## config.mk

```make
export PLATFORM = sky130hd
export DESIGN_NAME = hazard_scoreboard
export DESIGN_NICKNAME = d
export VERILOG_FILES = /design/src/rtl/core_hazard_pkg.sv /design/src/rtl/hazard_sb_entry.sv /design/src/rtl/hazard_scoreboard.sv
export SDC_FILE = /design/constraint.sdc
export NUM_CORES = 1
export LEC_CHECK = 0
export BUFFER_PORTS_ARGS = -buffer_cell sky130_fd_sc_hd__buf_2
export CORE_MARGIN = 2
export CORE_UTILIZATION = 60
export CTS_CLUSTER_DIAMETER = 60
export DETAILED_ROUTE_END_ITERATION = 7
export HOLD_SLACK_MARGIN = 0.1
export PLACE_DENSITY_LB_ADDON = 0.15
export SLEW_MARGIN = 5
export SYNTH_ARGS = -nofsm -noshare
export SYNTH_HDL_FRONTEND = slang
export SYNTH_SLANG_ARGS = --single-unit
```

## constraint.sdc

```tcl
create_clock -name clk -period 6.2 [get_ports clk]
set_clock_uncertainty 0.1 [all_clocks]
set_input_delay 0.93 -clock clk [delete_from_list [all_inputs] [get_ports clk]]
set_output_delay 0.93 -clock clk [all_outputs]
set_load 0.03 [all_outputs]
```

## src/rtl/core_hazard_pkg.sv

```systemverilog
// Shared hazard constants for the pipelined core.
// Register file geometry and producer latency classes.
package core_hazard_pkg;

    localparam int NREG   = 32;
    localparam int REG_AW = 5;
    localparam int LAT_W  = 3;

    localparam logic [LAT_W-1:0] LAT_ALU  = 3'd0;
    localparam logic [LAT_W-1:0] LAT_LOAD = 3'd1;
    localparam logic [LAT_W-1:0] LAT_MUL  = 3'd2;
    localparam logic [LAT_W-1:0] LAT_DIV  = 3'd7;

endpackage

```

## src/rtl/hazard_sb_entry.sv

```systemverilog
// One scoreboard slot: cycles left until the pending
// write to this register can be forwarded.
module hazard_sb_entry #(
    parameter int LAT_W = 3
) (
    input  logic             clk,
    input  logic             rst,
    input  logic             set,
    input  logic [LAT_W-1:0] set_lat,
    output logic [LAT_W-1:0] busy
);

    logic [LAT_W-1:0] busy_q;
    logic [LAT_W-1:0] busy_d;

    // New issue overrides the running countdown
    always_comb begin
        busy_d = busy_q;
        if (set) begin
            busy_d = set_lat;
        end else if (busy_q != '0) begin
            busy_d = busy_q - 1'b1;
        end
    end

    // Slot register, cleared on reset
    always_ff @(posedge clk) begin
        if (rst) begin
            busy_q <= '0;
        end else begin
            busy_q <= busy_d;
        end
    end

    assign busy = busy_q;

endmodule

```

## src/rtl/hazard_scoreboard.sv

```systemverilog
// Per-register latency scoreboard beside ID: RAW/WAW
// stalls, branch flush and a saturating stall counter.
module hazard_scoreboard #(
    parameter int NREG   = core_hazard_pkg::NREG,
    parameter int REG_AW = core_hazard_pkg::REG_AW,
    parameter int LAT_W  = core_hazard_pkg::LAT_W,
    parameter int CNT_W  = 32
) (
    input  logic              clk,
    input  logic              rst,
    input  logic              id_valid,
    input  logic [REG_AW-1:0] id_rs1,
    input  logic [REG_AW-1:0] id_rs2,
    input  logic              id_use_rs1,
    input  logic              id_use_rs2,
    input  logic [REG_AW-1:0] id_rd,
    input  logic              id_regwrite,
    input  logic [LAT_W-1:0]  id_lat,
    input  logic              branch_taken,
    output logic              stall,
    output logic              pc_write_en,
    output logic              if_id_write_en,
    output logic              flush_if_id,
    output logic              id_ex_bubble,
    output logic [CNT_W-1:0]  stall_count
);

    import core_hazard_pkg::*;

    logic [NREG-1:0][LAT_W-1:0] busy;
    logic                       raw_hz;
    logic                       waw_hz;
    logic                       stall_int;
    logic                       issue;
    logic [CNT_W-1:0]           stall_count_q;
    logic [CNT_W-1:0]           stall_count_d;

    assign busy[0] = '0;

    genvar r;
    generate
        for (r = 1; r < NREG; r++) begin : g_entry
            logic set;
            assign set = issue & id_regwrite
                       & (id_rd == REG_AW'(r));
            hazard_sb_entry #(
                .LAT_W(LAT_W)
            ) u_entry (
                .clk    (clk),
                .rst    (rst),
                .set    (set),
                .set_lat(id_lat),
                .busy   (busy[r])
            );
        end
    endgenerate

    // Hazard detection; a redirect squashes rather than stalls
    always_comb begin
        raw_hz = id_valid
               & ((id_use_rs1 & (busy[id_rs1] != '0))
               |  (id_use_rs2 & (busy[id_rs2] != '0)));
        waw_hz = id_valid & id_regwrite
               & (id_rd != '0)
               & (busy[id_rd] > id_lat);
        stall_int = (raw_hz | waw_hz) & ~branch_taken;
        issue     = id_valid & ~stall_int & ~branch_taken;
    end

    // Stall counter sticks at all-ones instead of wrapping
    always_comb begin
        stall_count_d = stall_count_q;
        if (stall_int && (stall_count_q != '1)) begin
            stall_count_d = stall_count_q + 1'b1;
        end
    end

    // Performance counter register
    always_ff @(posedge clk) begin
        if (rst) begin
            stall_count_q <= '0;
        end else begin
            stall_count_q <= stall_count_d;
        end
    end

    assign stall          = stall_int;
    assign pc_write_en    = ~stall_int;
    assign if_id_write_en = ~stall_int;
    assign flush_if_id    = branch_taken;
    assign id_ex_bubble   = stall_int | branch_taken;
    assign stall_count    = stall_count_q;

endmodule

```

* Word level (Yosys, flattened, before mapping) *
Cells that the tools add are included.

operators by class
  add/sub/neg operators = 32
  magnitude comparators = 4
  equality and inequality tests = 32
  reductions and logical operators = 66
  bitwise operators = 46
  muxes and demuxes = 68

operators with widths
  operator                 count
  $mux W3                  65
  $reduce_bool A3 Y1       33
  $sub A3 B1 Y3 const B    31
  $eq A5 B5 Y1 const B     16
  $reduce_bool A2 Y1       31
  $bmux W3 S5              3
  $and A1 B1 Y1            41
  $eq A5 B4 Y1 const B     8
  $add A32 B1 Y32 const B  1
  $ne A32 B32 Y1 const B   1
  $eq A5 B3 Y1 const B     4
  $lt A5 B6 Y1 const B     3
  $eq A5 B2 Y1 const B     2
  $eq A5 B1 Y1 const B     1
  $reduce_bool A5 Y1       1
  $gt A3 B3 Y1             1
  $or A1 B1 Y1             3
  $not A1 Y1               2
  $logic_and A1 B1 Y1      1

storage, ports and cells
  logic and storage cells = 280
  bits of input ports = 25
  register bits after elaboration = 125
  output and inout port bits = 37

* Longest topological paths before layout *
  depth in word-level cells = 14
  mapped depth = 20
  mapped depth without buffers = 16

* Modules after synthesis *
From an unflattened synthesis, not the netlist that was laid out.

unflattened totals
  cell total of the unflattened synthesis = 1,090
  area total of the unflattened synthesis = 9,884.5 sq um

by module, submodules not included
  module             area an instance (sq um)  cells each  seq. area each (sq um)  instances
  hazard_sb_entry    202.7                     21          60.1                    31
  hazard_scoreboard  3,601.0                   439         640.6                   1

* Least setup slack after synthesis *
No wires, ideal clock.

  kind = in2out
  from = in id_rd[0]
  to = out stall
  cell stages on the path = 14
  required time = 5.170 ns
  path buffers = 2
  setup slack = 0.523 ns
  data arrival time = 4.647 ns
  cell sequence = clkbuf_1 buf_1 mux4_2 mux4_2 a21oi_1 a21oi_1 ha_1 nor2b_1 o21a_1 o221ai_1 nor2_1 a31oi_2 and2_1 inv_1

on the way
  longest elaborated chain between the ends = 6
  elaborated cells between the ends (all ways) = 8
  those cells by class = 1 x order compare; 2 x mux; 4 x bitwise; 1 x reduce/logical

RTL lines
  item                           RTL line                 RTL
  start: declaration             hazard_scoreboard.sv:16  input logic [REG_AW-1:0] id_rd,
  $bmux W3 S5                    hazard_scoreboard.sv:65  & (busy[id_rd] > id_lat);
  $mux W3 (not written as such)  hazard_scoreboard.sv:65
  $gt A3 B3 Y1                   hazard_scoreboard.sv:65
  $and A1 B1 Y1 (*)              hazard_scoreboard.sv:65
  $or A1 B1 Y1 (*)               hazard_scoreboard.sv:66  stall_int = (raw_hz | waw_hz) & ~branch_taken;
  $and A1 B1 Y1 (*)              hazard_scoreboard.sv:66
  end: declaration               hazard_scoreboard.sv:20  output logic stall,

Every way passes the cells marked *; elsewhere a longest branch is shown, timed or not. The select of a mux whose other input is x is not followed.

* Worst setup path in the final report *
  from = in id_rd[0]
  to = out if_id_write_en

on the way
  longest elaborated chain between the ends = 7
  elaborated cells between the ends (all ways) = 9
  those cells by class = 1 x order compare; 2 x mux; 5 x bitwise; 1 x reduce/logical

RTL lines
  item                           RTL line                 RTL
  $bmux W3 S5                    hazard_scoreboard.sv:65
  $mux W3 (not written as such)  hazard_scoreboard.sv:65
  $gt A3 B3 Y1                   hazard_scoreboard.sv:65
  $and A1 B1 Y1 (*)              hazard_scoreboard.sv:65
  $or A1 B1 Y1 (*)               hazard_scoreboard.sv:66
  $and A1 B1 Y1 (*)              hazard_scoreboard.sv:66
  $not A1 Y1 (*)                 hazard_scoreboard.sv:89  assign if_id_write_en = ~stall_int;
  end: declaration               hazard_scoreboard.sv:22  output logic if_id_write_en,

Marks and branches as above.

==> run summary <==
CTS resizes: 0
Initial antenna violation count: 0
Routed WL per cell: 18.0 um
Sequential area share after synthesis: 25.9%
TritonCTS Buffers: 17
Fmax: 181 MHz
Syn nets: 1221
Clk slew on worst S/H paths: 0.06 ns
Max_cap viols: 0
Die height: 131 um
Status: finished clean
Num rows: 46
First-pass GRT wire length: 39800 um
Worst Path Required: 5.17 ns
Final HPWL DP: 17400 um
# diodes: 0
Post-CTS setup buffer count: 0
Worst EP arrival: 4.48 ns
Commonest non-fill, non-tap cell in the layout: nor2_1
Number of global-route vias before repair: 7646
I/O pin count: 62
P per Cell Area: 429 mW/mm^2
Nets@finish: 1244
CTS Sinks: 125
Mapped Avg Cell Area: 8.55 um^2
Worst-Margin Slew: 1.06 ns
Synth unique cells: 71
Post-synth ARST share: 0%
Critical path class: primary input to primary output
Final setup viols: 0
Worst vdd ir: 286 uV
Fin crit share: 88.9%
Final hold violation count: 0
Pleak: 4.48 nW
Pint: 2.70 mW
Most frequent cells in the layout: 175 x nor2_1, 125 x dfxtp_1, 78 x mux2i_1, 76 x inv_1, 66 x ha_1
Clock Latency Late Sink: 0.44 ns
Tmin final: 5.51 ns
EDFF count, synth: 0
Sw power: 1.85 mW
Netlist Area Pre-Place: 0.00966 mm^2
CTS root buffer: clkbuf_16
Switching share of power: 40.7%
Detailed Route Iter0 Violations: 898
Post-DRT Antenna Nets: 0
Worst Hold Class: flip-flop to flip-flop
Vias: 8342
Drt drc: 0
Starting density of the core: 61.0%
Worst setup EP type: primary output
Synthesis warning total: 0
Ratio of cells with drive above 1 in the final layout: 16.3%
H-tree levels: 4
Vias/cell: 6.04
Layout area overhead: 9.66%
Setup crit start kind: primary input
DRT Wirelength: 24900 um
RSZ-0062 raised after global routing: false
WHS: 0.457 ns
Sequential share of power: 31.4%
Max Buffers Root-to-Sink: 2
CP Cell Sequence: buf_2, mux4_2, mux4_2, a21oi_1, a21oi_1, ha_1, nor2b_1, o21a_1, o221ai_1, nor2_1, a31oi_2, and2_1, buf_2
Hold_buf cts: 0
Gate power share: 47.3%
Setup TNS: 0 ns
Max-slew violations: 0
Grt total ovfl: 0
Pre-Repair DR Iteration Count: 7
Ys flop type: dfxtp_1
Core area: 0.0158 mm^2
Die Span X: 131 um
Max Fanout on Critical Path: 26
Non-filler instance count after layout: 1382
Gate Count Post-Synth: 1130
Die ar.: 0.0171 mm^2
Final Wtd Congestion: 0.924
Slew margin rel.: 29.4%
Overall routing resource usage: 30.0%
Power share of the clock group: 21.2%
Worst path slowest cell: mux4_2
Worst stage delay on the critical path: 0.59 ns
Buffers on Ports: 61
Synth Register Bits: 125
TritonCTS clock tree: done
Pin count of the biggest net entering global routing: 100
Dpl cells: 1350
-- layer usage --
layer | wire length (um) | up-vias | track usage (%)
li1 | - | 4039 | -
met5 | 0 | - | 0
met3 | 1890 | 54 | 6.56
met4 | 614 | 0 | 11.3
met2 | 11300 | 306 | 46.7
met1 | 11100 | 3943 | 40.9
-- area by class of cell --
class,instances,area [um^2]
Clock buffer,20,457
Multi-Input combinational cell,860,6560
Timing Repair Buffer,71,395
Inverter,78,293
Clock inverter,12,114
Tap cell,216,270
Sequential cell,125,2500
Fill cell,1334,5240
-- worst max-delay path: cells and delay by family --
kind,cells,cell delay (ns)
AOI/OAI and AO/OA,5,0.88
adders and majority gates,1,0.30
muxes,2,1.05
buffers and inverters,2,0.81
and+or+nand+nor,3,0.49
-- state kept, by name, indices dropped and copies added (netlist names) --
register              count
g_entry.u_entry.busy     93
stall_count              32
-- power groups by stage --
stage / clock network (mW) / logic (mW) / registers, mW
2_1_floorplan: 0 / 1.81 / 1.30
3_3_place_gp: 0 / 2.06 / 1.43
3_5_place_dp: 0 / 2.12 / 1.43
4_1_cts: 0.979 / 2.15 / 1.42
5_1_grt: 1.01 / 2.44 / 1.47
6_report: 0.966 / 2.15 / 1.43
-- final timing paths --
kind,start,end,slack [ns],depth (start not counted)
setup / recovery,id_rd[0],if_id_write_en,0.69,13
hold / removal,stall_count[22],stall_count[22],0.46,2
setup reg to reg,g_entry[6].u_entry.busy[1],g_entry[5].u_entry.busy[0],2.01,12
hold reg to reg,stall_count[22],stall_count[22],0.46,2
-- stage by stage --
step,area (um^2),power [mW],util [%],worst slack [ns]
after CTS,10600,4.55,66.9,0.714
final,10600,4.55,66.9,0.687
after global placement,10000,3.49,63.3,0.787
after detailed placement,10000,3.55,63.3,0.712
after global routing,10600,4.92,66.9,0.446
after floorplan,9660,3.11,-,0.523
-- cells in the mapped netlist, drive strengths merged (2+ instances only) --
cell	instances	area [um^2]
or3	8	50.1
inv	77	289
mux4	33	743
mux2i	78	781
ha	66	826
o22ai	4	31.3
clkbuf	38	143
nor4	22	138
o311ai	2	17.5
nor2	176	663
or2	2	12.5
mux2	26	297
nand2	61	229
buf	29	170
nor3b	2	15.0
and2	7	43.8
a211oi	40	373
nand4	28	338
o2111ai	2	17.5
nor2b	56	350
a21oi	25	129
or4b	2	20.0
a311oi	4	35.0
nand2b	15	93.8
dfxtp	125	2500
and4	5	43.8
and3	17	106
nand3	31	185
nor4b	4	35.0
o21ai	46	241
nor3	33	170
xnor2	38	333
a31oi	4	31.3
a2111oi	3	26.3
o221ai	2	17.5
a31o	6	52.6
-- cells by family after synthesis --
logic type,share of synthesized area [%]
mux,18.8
buf+inv,6.27
xor+xnor,3.45
fa+ha+maj,8.55
compound gates,10.9
flops,25.9
simple gates,26.1
Power figures use the tool's default switching activity.
